$ cat config.mk
export PLATFORM = sky130hd
export DESIGN_NAME = icache
export DESIGN_NICKNAME = d
export VERILOG_FILES = /design/src/rtl/icache_pkg.sv /design/src/rtl/icache_fill_ctrl.sv /design/src/rtl/icache.sv
export SDC_FILE = /design/constraint.sdc
export NUM_CORES = 1
export LEC_CHECK = 0
export CAP_MARGIN = 10
export CORE_MARGIN = 5
export CORE_UTILIZATION = 60
export DETAILED_ROUTE_END_ITERATION = 8
export GPL_TIMING_DRIVEN = 1
export HOLD_SLACK_MARGIN = 0.1
export MAX_ROUTING_LAYER = met4
export PLACE_DENSITY = 0.77
export SLEW_MARGIN = 20
export SYNTH_ARGS = -nofsm -noshare
export SYNTH_HDL_FRONTEND = slang
export SYNTH_SLANG_ARGS = --single-unit
$ cat constraint.sdc
create_clock -name clock -period 6.9 [get_ports clock]
set_input_delay 2.07 -clock clock [delete_from_list [all_inputs] [get_ports clock]]
set_output_delay 2.07 -clock clock [all_outputs]
set_load 0.01 [all_outputs]
$ cat src/rtl/icache_pkg.sv
// Shared definitions for the direct-mapped instruction cache: default
// geometry, fetch address field positions and the fill FSM state encoding.
package icache_pkg;

  localparam int NUM_LINES  = 4;
  localparam int LINE_WORDS = 4;

  localparam int OFFSET_LSB = 2;
  localparam int OFFSET_MSB = 3;
  localparam int INDEX_LSB  = 4;
  localparam int INDEX_MSB  = 5;
  localparam int TAG_LSB    = 6;
  localparam int TAG_MSB    = 31;

  typedef enum logic [1:0] {
    IDLE = 2'd0,
    REQ  = 2'd1,
    FILL = 2'd2
  } fillState_e;

endpackage

$ cat src/rtl/icache_fill_ctrl.sv
// Line-fill controller: owns the miss FSM, the beat counter, the kill flag
// that suppresses validation of a fill invalidated while in flight, and the
// latched line address of the outstanding miss.
module icache_fill_ctrl #(
  parameter int LINE_WORDS = icache_pkg::LINE_WORDS,
  parameter int OFF_BITS   = $clog2(LINE_WORDS)
) (
  input  logic                clock,
  input  logic                rst,
  input  logic [31:0]         lineAddr,
  input  logic                lookupMiss,
  input  logic                invalidate,
  input  logic                memAck,
  input  logic                memValid,
  output logic                idle,
  output logic                memReq,
  output logic                beatWrite,
  output logic                lastBeat,
  output logic                kill,
  output logic [OFF_BITS-1:0] beatCount,
  output logic [31:0]         missAddr
);
  import icache_pkg::*;

  localparam logic [OFF_BITS-1:0] LAST_BEAT = OFF_BITS'(LINE_WORDS - 1);

  fillState_e          state;
  fillState_e          stateNext;
  logic [OFF_BITS-1:0] countNext;
  logic                killNext;
  logic [31:0]         missAddrNext;

  // Register the FSM state and the fill bookkeeping; reset abandons any fill.
  always_ff @(posedge clock) begin
    if (rst) begin
      state     <= IDLE;
      beatCount <= '0;
      kill      <= 1'b0;
      missAddr  <= '0;
    end else begin
      state     <= stateNext;
      beatCount <= countNext;
      kill      <= killNext;
      missAddr  <= missAddrNext;
    end
  end

  // Next-state and handshake decode; memory beats only count while in FILL.
  always_comb begin
    stateNext    = state;
    countNext    = beatCount;
    killNext     = kill;
    missAddrNext = missAddr;
    memReq       = 1'b0;
    beatWrite    = 1'b0;
    lastBeat     = 1'b0;
    case (state)
      IDLE: begin
        if (lookupMiss) begin
          missAddrNext = lineAddr;
          stateNext    = REQ;
        end
      end
      REQ: begin
        memReq = 1'b1;
        if (memAck) begin
          stateNext = FILL;
          countNext = '0;
        end
      end
      FILL: begin
        if (memValid) begin
          beatWrite = 1'b1;
          countNext = beatCount + OFF_BITS'(1);
          if (beatCount == LAST_BEAT) begin
            lastBeat  = 1'b1;
            stateNext = IDLE;
          end
        end
      end
      default: stateNext = IDLE;
    endcase
    if (invalidate && (state != IDLE)) begin
      killNext = 1'b1;
    end
    if (lastBeat) begin
      killNext = 1'b0;
    end
    if (rst) begin
      memReq    = 1'b0;
      beatWrite = 1'b0;
      lastBeat  = 1'b0;
    end
    idle = (state == IDLE);
  end

endmodule

$ cat src/rtl/icache.sv
// Direct-mapped instruction cache with a zero-latency hit path; tag, valid
// and data storage live here, miss handling is delegated to the fill controller.
module icache #(
  parameter int NUM_LINES  = icache_pkg::NUM_LINES,
  parameter int LINE_WORDS = icache_pkg::LINE_WORDS
) (
  input  logic        clock,
  input  logic        rst,
  input  logic [31:0] pc,
  input  logic        rd_en,
  input  logic        invalidate,
  output logic [31:0] instruction,
  output logic        hit,
  output logic        stall,
  output logic        mem_req,
  output logic [31:0] mem_addr,
  input  logic        mem_ack,
  input  logic        mem_valid,
  input  logic [31:0] mem_data
);
  import icache_pkg::*;

  localparam int OFF_BITS = $clog2(LINE_WORDS);
  localparam int IDX_BITS = $clog2(NUM_LINES);
  localparam int IDX_BASE = OFFSET_LSB + OFF_BITS;
  localparam int TAG_BASE = IDX_BASE + IDX_BITS;
  localparam int TAG_BITS = 32 - TAG_BASE;

  logic [OFF_BITS-1:0] pcOffset;
  logic [IDX_BITS-1:0] pcIndex;
  logic [TAG_BITS-1:0] pcTag;
  logic [IDX_BITS-1:0] missIndex;
  logic [TAG_BITS-1:0] missTag;
  logic [31:0]         lineAddr;
  logic [31:0]         missAddr;
  logic [OFF_BITS-1:0] beatCount;
  logic                fillIdle;
  logic                lookupMiss;
  logic                beatWrite;
  logic                lastBeat;
  logic                kill;
  logic                unusedPcBits;

  logic [NUM_LINES-1:0] validBits;
  logic [TAG_BITS-1:0]  tagArray  [NUM_LINES];
  logic [31:0]          dataArray [NUM_LINES][LINE_WORDS];

  assign pcOffset     = pc[IDX_BASE-1:OFFSET_LSB];
  assign pcIndex      = pc[TAG_BASE-1:IDX_BASE];
  assign pcTag        = pc[31:TAG_BASE];
  assign lineAddr     = {pc[31:IDX_BASE], {IDX_BASE{1'b0}}};
  assign missIndex    = missAddr[TAG_BASE-1:IDX_BASE];
  assign missTag      = missAddr[31:TAG_BASE];
  assign unusedPcBits = ^pc[OFFSET_LSB-1:0];

  assign lookupMiss = rd_en && !hit;
  assign stall      = !rst && (!fillIdle || lookupMiss);
  assign mem_addr   = missAddr;

  icache_fill_ctrl #(
    .LINE_WORDS (LINE_WORDS),
    .OFF_BITS   (OFF_BITS)
  ) fillCtrl (
    .clock      (clock),
    .rst        (rst),
    .lineAddr   (lineAddr),
    .lookupMiss (lookupMiss),
    .invalidate (invalidate),
    .memAck     (mem_ack),
    .memValid   (mem_valid),
    .idle       (fillIdle),
    .memReq     (mem_req),
    .beatWrite  (beatWrite),
    .lastBeat   (lastBeat),
    .kill       (kill),
    .beatCount  (beatCount),
    .missAddr   (missAddr)
  );

  // Zero-latency lookup: only an idle cache with a requested, valid, matching line hits.
  always_comb begin
    hit         = 1'b0;
    instruction = 32'h0;
    if (!rst && fillIdle && rd_en && validBits[pcIndex] && (tagArray[pcIndex] == pcTag)) begin
      hit         = 1'b1;
      instruction = dataArray[pcIndex][pcOffset];
    end
  end

  // Valid bits: invalidate beats a completing fill, and a killed fill never validates.
  always_ff @(posedge clock) begin
    if (rst) begin
      validBits <= '0;
    end else if (invalidate) begin
      validBits <= '0;
    end else if (lastBeat && !kill) begin
      validBits[missIndex] <= 1'b1;
    end
  end

  // Data and tag storage are left unreset; the valid bits alone qualify them.
  always_ff @(posedge clock) begin
    if (beatWrite) begin
      dataArray[missIndex][beatCount] <= mem_data;
    end
    if (lastBeat) begin
      tagArray[missIndex] <= missTag;
    end
  end

endmodule

# Yosys cells after proc, flatten, opt, wreduce, memory -nomap -nowiden
# Memories as Yosys holds them, arrays and structs flattened.
# Cells that the tools add are included.
[classes] magnitude_cmp=6 reduce_logical=23 muxes=32 bitwise_logic=3 n_eq_ne=8 n_addsub=1
[ops] operator="$mux 128" n=1
[ops] operator="$mux 32" n=4
[ops] operator="$bmux 32 s2" n=1
[ops] operator="$demux 32 s2" n=1
[ops] operator="$eq 26x26->1" n=1
[ops] operator="$mux 1" n=15
[ops] operator="$mux 2" n=6
[ops] operator="$logic_and 1x1->1" n=10
[ops] operator="$ge 3x3->1 const B" n=2
[ops] operator="$lt 2x3->1 const B" n=2
[ops] operator="$not 2->3" n=2
[ops] operator="$pmux 2 s3" n=1
[ops] operator="$eq 2x2->1 const B" n=2
[ops] operator="$logic_not 1->1" n=4
[ops] operator="$ne 2x1->1 const B" n=2
[ops] operator="$ne 2x2->1 const B" n=2
[ops] operator="$or 4x4->4" n=1
[ops] operator="$pmux 2 s2" n=1
[ops] operator="$reduce_and 4->1" n=1
[ops] operator="$reduce_bool 2->1" n=2
[ops] operator="$reduce_or 2->1" n=2
[ops] operator="$lt 3x1->1 const B" n=1
[ops] operator="$reduce_and 3->1" n=1
[ops] operator="$add 2x1->2 const B" n=1
[ops] operator="other kinds (7)" n=7
[totals] n_memories=2 mem_bits_rw=616 ff_bits=37 elab_cells=80 input_bits=70 out_inout_bits=67
[mem_list] name="dataArray" words=4 word_bits=128 read_ports=1 rd_clocked_by_memory_dff=0 write_ports=1 line="icache.sv:46" rtl="logic [31:0] dataArray [NUM_LINES][LINE_WORDS];"
[mem_list] name="tagArray" words=4 word_bits=26 read_ports=1 rd_clocked_by_memory_dff=0 write_ports=1 line="icache.sv:45" rtl="logic [TAG_BITS-1:0] tagArray [NUM_LINES];"

# Depth between registers and ports, before layout
# Gate-level depths: netlist (run 1).
[depth] word_depth=10 mapped_depth=11 mapped_depth_nobuf=6

# Hierarchy
# Synthesis (run 1) repeated with hierarchy kept, for this count alone.
[hier_totals] hier_cells=1202 hier_area_um2=25410.6
[modules_own_cells] mod="icache" area_per_inst_um2=23975.5 instances=1 cells_each=1027 seq_area_each_um2=18577.8
[modules_own_cells] mod="icache_fill_ctrl" area_per_inst_um2=1435.1 instances=1 cells_each=175 seq_area_each_um2=740.7

# Least setup slack after synthesis (run 1)
# Ideal clock, no wire load.
[synth_path] path_kind="input to output" startpoint="input port pc[5]" endpoint="output port instruction[22]" path_buffers=5 t_arrival_ns=4.322 cell_stages=8 t_required_ns=4.830 slack_ns=0.508 path_cell_list="buf_2 buf_2 buf_2 buf_1 clkbuf_1 mux4_2 mux4_2 nor3b_1"
[synth_via] elab_chain_len=5 word_cells_on_any_way=11 cone_classes="1 x eq/ne; 6 x mux; 2 x reduce/logical; 2 x memory"
[synth_lines] item="from (decl)" line="icache.sv:9" rtl="input logic [31:0] pc,"
[synth_lines] item="$mem_v2 4x128 / $bmux 1 s2 (equally long branches)"
[synth_lines] item="$bmux 32 s2 / $mux 1 (equally long branches)" line="icache.sv:86, icache.sv:84"
[synth_lines] item="$mux 32 (implied by the code) / $logic_and 1x1->1 (equally long branches) (2 in a row)" line="icache.sv:86, icache.sv:84"
[synth_lines] item="$mux 32 *" line="icache.sv:84" rtl="if (!rst && fillIdle && rd_en && validBits[pcIndex] && (tagArray[pcIndex] == pcTag)) begin"
[synth_lines] item="to (decl)" line="icache.sv:12" rtl="output logic [31:0] instruction,"
# Mark *: on every way between the ends. The rest lies on a longest branch, timed or not. The select of a mux whose other input is x is not followed.

# Worst setup path in the final report (run 1)
[layout_path] startpoint="input port pc[4]" endpoint="output port stall"
[layout_via] elab_chain_len=9 word_cells_on_any_way=11 cone_classes="1 x eq/ne; 3 x mux; 6 x reduce/logical; 1 x memory"
[layout_lines] item="branches (longest 3 deep; another with $mem_v2 4x26)"
[layout_lines] item="$logic_and 1x1->1 *" line="icache.sv:84"
[layout_lines] item="$mux 1 *" line="icache.sv:84"
[layout_lines] item="$logic_not 1->1 *" line="icache.sv:56" rtl="assign lookupMiss = rd_en && !hit;"
[layout_lines] item="$logic_and 1x1->1 *" line="icache.sv:56"
[layout_lines] item="$logic_or 1x1->1 *" line="icache.sv:57" rtl="assign stall = !rst && (!fillIdle || lookupMiss);"
[layout_lines] item="$logic_and 1x1->1 *" line="icache.sv:57"
[layout_lines] item="to (decl)" line="icache.sv:14" rtl="output logic stall,"
# Every way passes the cells marked *. The select of a mux whose other input is x is not followed.

==> results of run 1 <==
==> cell families (layout without fill, tap and decap cells) <==
family	Yosys count	count (layout)	share of synthesized area
other cells	1	6	0.000144
xor+xnor	26	26	0.00934
mux	197	197	0.162
simple gates	168	168	0.0360
compound gates	113	113	0.0341
flops	653	653	0.740
fa+ha+maj	4	4	0.00193
buf+inv	97	362	0.0168
==> critical path: stages <==
cell and delay (ns):
sky130_fd_sc_hd__buf_16 0.14, sky130_fd_sc_hd__mux4_2 0.58, sky130_fd_sc_hd__xnor2_4 0.19, sky130_fd_sc_hd__buf_4 0.14, sky130_fd_sc_hd__buf_4 0.09, sky130_fd_sc_hd__nand2_1 0.04, sky130_fd_sc_hd__or4_2 0.65, sky130_fd_sc_hd__nor4_2 0.29
sky130_fd_sc_hd__buf_4 0.16, sky130_fd_sc_hd__o22ai_1 0.08, sky130_fd_sc_hd__dlygate4sd2_1 0.31
==> worst paths after layout <==
path / depth (start not counted) / slack, ns / endpoint
max: 11 / 0.08 / stall
min: 2 / 0.51 / validBits[1]$_SDFFE_PP0P_
max reg2reg: 8 / 3.48 / fillCtrl.missAddr[27]$_SDFFE_PP0P_
min reg2reg: 2 / 0.51 / validBits[1]$_SDFFE_PP0P_
==> metal layers <==
metal,up-vias,share of wire,track usage
met3,118,0.075,0.0393
met4,0,0.028,0.0708
met1,7131,0.37,0.354
li1,5745,-,-
met5,-,0,-
met2,724,0.53,0.457
==> sequential cells by signal, summed over array words and instances, names as in the netlist <==
register / cells
dataArray: 512
tagArray: 104
fillCtrl.missAddr: 28
validBits: 4
fillCtrl.beatCount: 2
fillCtrl.state: 2
fillCtrl.kill: 1
==> metrics by stage <==
stage               hold slack [ns]  utilization
floorplan                     0.467            -
detailed placement            0.493        0.666
global route                  0.550        0.721
global placement              0.498        0.666
CTS                           0.505        0.719
finish                        0.514        0.721
==> placed cells by master (no fill, tap or decap), types with 10 or more instances in the layout <==
| master | n |
|---|---|
| sky130_fd_sc_hd__o31ai_1 | 28 |
| sky130_fd_sc_hd__xnor2_2 | 10 |
| sky130_fd_sc_hd__mux2i_1 | 18 |
| sky130_fd_sc_hd__clkbuf_16 | 61 |
| sky130_fd_sc_hd__a32oi_1 | 28 |
| sky130_fd_sc_hd__nor3b_1 | 47 |
| sky130_fd_sc_hd__mux4_2 | 178 |
| sky130_fd_sc_hd__nor3b_2 | 11 |
| sky130_fd_sc_hd__dlygate4sd2_1 | 16 |
| sky130_fd_sc_hd__nor2_1 | 11 |
| sky130_fd_sc_hd__nor2_4 | 12 |
| sky130_fd_sc_hd__dfxtp_1 | 37 |
| sky130_fd_sc_hd__xnor2_1 | 14 |
| sky130_fd_sc_hd__a21oi_1 | 10 |
| sky130_fd_sc_hd__clkinv_1 | 18 |
| sky130_fd_sc_hd__edfxtp_1 | 616 |
| sky130_fd_sc_hd__o311ai_1 | 23 |
| sky130_fd_sc_hd__clkdlybuf4s50_1 | 89 |
| sky130_fd_sc_hd__nand2_1 | 43 |
| sky130_fd_sc_hd__buf_12 | 12 |
| sky130_fd_sc_hd__clkinv_2 | 12 |
| sky130_fd_sc_hd__buf_4 | 97 |
==> power groups by stage <==
stage               Sequential [mW]  Combinational [mW]  Clock [mW]
floorplan                      4.49               0.263           0
CTS                            4.41               0.506        3.41
global placement               4.49               0.475           0
detailed placement             4.50               0.487           0
finish                         4.42               0.511        3.37
global route                   4.42               0.545        3.59
==> layout make-up <==
class | count | area (um2)
Antenna cell | 2 | 5.00
Clock buffer | 69 | 1570
Clock inverter | 46 | 454
Fill cell | 2524 | 12000
Inverter | 7 | 26.3
Multi-Input combinational cell | 512 | 6670
Sequential cell | 653 | 19200
Tap cell | 585 | 732
Timing Repair Buffer | 240 | 2290
==> timing repair <==
item | 4_1_cts | 5_1_grt
endpoints found under the setup margin | 34 | 21
hold buffers | 0 | 0
buffers inserted | 6 | 8
gates cloned | 1 | 0
pin swaps | 1 | 0
gates resized for setup | 60 | 34
==> impl_metrics.ini, run 1 <==
[power_and_ir_drop]
power_switching_mw = 1.74
power.ir.vdd_worst_mv = 0.209
report.power.total_mw = 8.30
p_sw_frac = 0.209
pwr_density_cell_nw_per_um2 = 268
intPower_mw = 6.56
p_leak_nw = 9.99
p_clk_frac = 0.406
share_seq_of_total_power = 0.532
power_frac_comb = 0.062

[critical_path]
worstSetupStartpointType = input port
worst-path-max-fanout = 16
worstSetupStartpoint = pc[4]
reg2reg_from = tagArray[3][8]$_DFFE_PP_
timing.critical_path.to_type = primary output
setup.worst_path.class = in -> out
worst_ep_arrival_time_ns = 4.75
critical_path_rt_ns = 4.83

[global_route]
number_of_antenna_violations_at_the_first_check_in_global_routing = 3
grt_start_max_net_pins = 66
first_global_vias = 14380
grt_overflow_total = 0
wire_length_of_the_first_global_routing_pass_um = 92200
groute.usage.overall = 0.270

[logic_synthesis]
synth.largest_area_cell = sky130_fd_sc_hd__edfxtp_1
top_count_cell_post_synth = sky130_fd_sc_hd__edfxtp_1
ys_types = 46
ys_warn_count = 0
yosys-top-cells-count = sky130_fd_sc_hd__edfxtp_1, sky130_fd_sc_hd__mux4_2, sky130_fd_sc_hd__nor3b_1
syn_area_um2 = 26000
ys_seq_area_frac = 0.740
ys_async_sr_fraction = 0
synth.ff_latch_count = 653
synthesized_netlist_cell_count = 1259
synth_top_cells_by_area = sky130_fd_sc_hd__edfxtp_1, sky130_fd_sc_hd__mux4_2, sky130_fd_sc_hd__dfxtp_1
yosys.area.top_type_share = 0.712
synth_flop_cell = sky130_fd_sc_hd__edfxtp_1
synth_edf_count = 616
syn_area_per_cell_um2 = 20.6

[clocking]
cts_tree = yes
worstSkewPairLatency_ns = 0.63
clock_tree.buffer_depth = 3
cts_inserted_buffers = 61
htreeDepth = 2
cts.reportedPaths.clkPinSlew_ns = 0.06
clock_tree.root_cell = sky130_fd_sc_hd__clkbuf_16
cts_num_sinks = 653

[floorplanning]
top_level_ports = 137
die_width_um = 218
start_util = 0.605
die_area_um2 = 47600
coreArea_um2 = 43000
die_height_um = 218
placement_rows = 76

[detailed_routing]
detail-route-antenna-nets = 0
drc_errors = 0
initialDrtViolationCount = 1769
wirelength_um = 61500
route.vias.total = 13718
routed_via_density = 6.49
route.detailed.wl_per_inst_um = 29.1
detail_route.first_pass.iterations = 6

[sta]
fin_crit_sh = 0.989
slew_at_the_pin_closest_to_its_max_slew_limit_ns = 0.948
totalNegativeSetupSlack_ns = 0
timing_max_transition_violations_final = 0
fmax_ghz = 0.147
final_hold_viol_count = 0
clock-skew-final_ns = 0.0161
max-slew-margin-rel = 0.367
period_minus_slack_ns = 6.82
final_critical_path_setup_slack_ns = 0.0753
setup_viol_count_final = 0

[placement]
dpl_cell_area_um2 = 28600
io_buffer_count = 130
placed_cells_incl_taps = 1982
pre_cts_ws_ns = -0.291
place.gp.congestion = 0.795
post_detailed_placement_half_perimeter_wirelength_um = 33300

[layout]
layout.cells.non_filler = 2114
post-route-cell-area_um2 = 31000
syn2layout_area_growth_pct = 19.2
drive_gt1_frac = 0.293
design.final.nets = 1549

[min_path]
hold_start = validBits[1]$_SDFFE_PP0P_
min-delay-path-class = reg -> reg

[job]
max-cap-violations = 0

[run_status]
result_of_the_run = finished clean
No activity file was read; power rests on OpenSTA's default activity.
==> inputs of run 2 (changes only) <==
--- a/config.mk
+++ b/config.mk
@@ -7,12 +7,12 @@
 export LEC_CHECK = 0
 export CAP_MARGIN = 10
 export CORE_MARGIN = 5
-export CORE_UTILIZATION = 60
+export CORE_UTILIZATION = 35
 export DETAILED_ROUTE_END_ITERATION = 8
 export GPL_TIMING_DRIVEN = 1
 export HOLD_SLACK_MARGIN = 0.1
 export MAX_ROUTING_LAYER = met4
-export PLACE_DENSITY = 0.77
+export PLACE_DENSITY = 0.48
 export SLEW_MARGIN = 20
 export SYNTH_ARGS = -nofsm -noshare
 export SYNTH_HDL_FRONTEND = slang
==> run 2 against run 1 <==
Net effect: total power increased by 4.2%; non-clock buffer count decreased by 23; utilization decreased by 30 points; worst hold slack got worse by 0.013 ns; flip-flop and latch count unchanged; routed wire length increased by 7.2%; largest cell class unchanged.
==> impl_metrics.ini, run 2 (same netlist as run 1, synthesis figures left out) <==
[critical_path]
reg2regPathDepth = 10
critical_path_rt_ns = 4.83
timing.critical_path.cells = buf_12 -> buf_6 -> mux4_2 -> xnor2_2 -> nand4_1 -> or3_4 -> bufbuf_16 -> nor2_1 -> clkdlybuf4s50_1
worst-path-max-fanout = 16
cpLargestDelayFamily = buffers and inverters
worstSetupStartpointType = input port
critical-path-slowest-cell = sky130_fd_sc_hd__mux4_2
register_to_register_setup_slack_ns = 3.74
worst_ep_arrival_time_ns = 4.71
cpPeakStageDelay_ns = 0.55
timing.critical_path.to_type = primary output
regToRegEndpoint = fillCtrl.missAddr[22]$_SDFFE_PP0P_
reg2reg_from = tagArray[2][8]$_DFFE_PP_
number_of_buffer_and_inverter_stages_on_the_critical_path = 4
setup.worst_path.class = in -> out

[floorplanning]
start_util = 0.351
coreArea_um2 = 74100
placement_rows = 100
die_area_um2 = 79800
die_width_um = 283
die_height_um = 283
top_level_ports = 137

[layout]
drive_gt1_frac = 0.277
design.final.nets = 1537
final_common_cell = sky130_fd_sc_hd__edfxtp_1
layout.cells.non_filler = 2492
final_cell_mix = sky130_fd_sc_hd__edfxtp_1, sky130_fd_sc_hd__mux4_2, sky130_fd_sc_hd__clkdlybuf4s50_1
syn2layout_area_growth_pct = 20.9
most_flops_register = dataArray
post-route-cell-area_um2 = 31400
final_core_utilization = 0.424
largest_reg_flops = 512
largest_registers = dataArray (512), tagArray (104), fillCtrl.missAddr (28)

[sta]
fmax_ghz = 0.147
clock-skew-final_ns = 0.0202
slew_at_the_pin_closest_to_its_max_slew_limit_ns = 1.10
rsz0062_at_grt = false
max-slew-margin-rel = 0.262
final_hold_viol_count = 0
fin_crit_sh = 0.983
setup_viol_count_final = 0
timing_max_transition_violations_final = 0
period_minus_slack_ns = 6.78

[power_and_ir_drop]
power.ir.vdd_worst_mv = 0.151
p_leak_nw = 9.89
pwr_density_cell_nw_per_um2 = 275
report.power.total_mw = 8.65

[detailed_routing]
detail-route-antenna-nets = 0
detail_route.first_pass.iterations = 7
route.vias.total = 13287
route.detailed.wl_per_inst_um = 26.4
drc_errors = 0
wirelength_um = 65900
routed_via_density = 5.33
initialDrtViolationCount = 1092

[placement]
post_detailed_placement_half_perimeter_wirelength_um = 35100
dpl_cell_area_um2 = 29000
place.gp.congestion = 0.752
io_buffer_count = 130
placed_cells_incl_taps = 2356

[clocking]
ctsHoldBuffers = 0
cts_tree = yes
clock_tree.buffer_depth = 3
clock_tree.root_cell = sky130_fd_sc_hd__clkbuf_16
cts_inserted_buffers = 72
htreeDepth = 3
cts.reportedPaths.clkPinSlew_ns = 0.05
cts_num_sinks = 653
worstSkewPairLatency_ns = 0.60

[global_route]
first_global_vias = 13923
wire_length_of_the_first_global_routing_pass_um = 96700
groute.usage.overall = 0.170
number_of_antenna_violations_at_the_first_check_in_global_routing = 4
grt_start_max_net_pins = 61
grt_overflow_total = 0

[min_path]
hold_start = validBits[1]$_SDFFE_PP0P_
min_to = validBits[1]$_SDFFE_PP0P_
min-delay-path-class = reg -> reg
worst_hold_stages = 2

[job]
max-cap-violations = 0

[run_status]
result_of_the_run = finished clean
run 2: what timing repair did:
item	CTS	global route
setup endpoints to repair	33	2
pin swaps	3	0
resized for setup	48	4
cloned	1	0
setup buffers	1	0
run 2: tightest hold or removal path, stage by stage (launching register included):
cell                      delay (ns)
sky130_fd_sc_hd__dfxtp_1        0.31
sky130_fd_sc_hd__nor2_1         0.10
sky130_fd_sc_hd__nor3_1         0.05
run 2: layer usage:
layer	share of wire	global-route usage	routed length (um)
met1	0.43	0.222	28200
met4	0.017	0.0417	1090
met5	0	-	0
met2	0.51	0.280	33500
met3	0.046	0.0305	3060
run 2: layout make-up:
class / instances / area (um2)
well taps: 969 / 1210
inverters: 7 / 26.3
clock inverters: 45 / 415
diodes: 3 / 7.51
multi-input cells: 512 / 6570
fillers: 6499 / 42600
repair buffers: 217 / 2080
flip-flops and latches: 653 / 19200
clock buffers: 86 / 1880
run 2: metrics by stage:
step,TNS (ns),hold WS [ns],worst slack (ns)
2_1_floorplan,0,0.467,0.508
3_5_place_dp,-5.26,0.492,-0.437
3_3_place_gp,-4.26,0.500,-0.428
5_1_grt,0,0.549,0.00967
4_1_cts,0,0.502,0.0668
6_report,0,0.500,0.117
run 2: worst max-delay path by stage:
| stage | start | to | slack [ns] | depth (start not counted) |
|---|---|---|---|---|
| floorplan | pc[5] | instruction[22] | 0.51 | 8 |
| global placement | pc[4] | instruction[7] | -0.43 | 10 |
| detailed placement | pc[4] | instruction[7] | -0.44 | 10 |
| CTS | pc[4] | hit | 0.07 | 9 |
| global route | pc[4] | hit | 0.01 | 9 |
| finish | pc[4] | hit | 0.12 | 9 |
run 2: power by group:
group          switching [mW]  leakage [nW]  total (mW)  internal [mW]
Sequential             0.0463          5.86        4.42           4.37
Combinational           0.252          2.91       0.504          0.252
Clock                    1.55          1.13        3.73           2.18
Total                    1.85          9.89        8.65           6.80
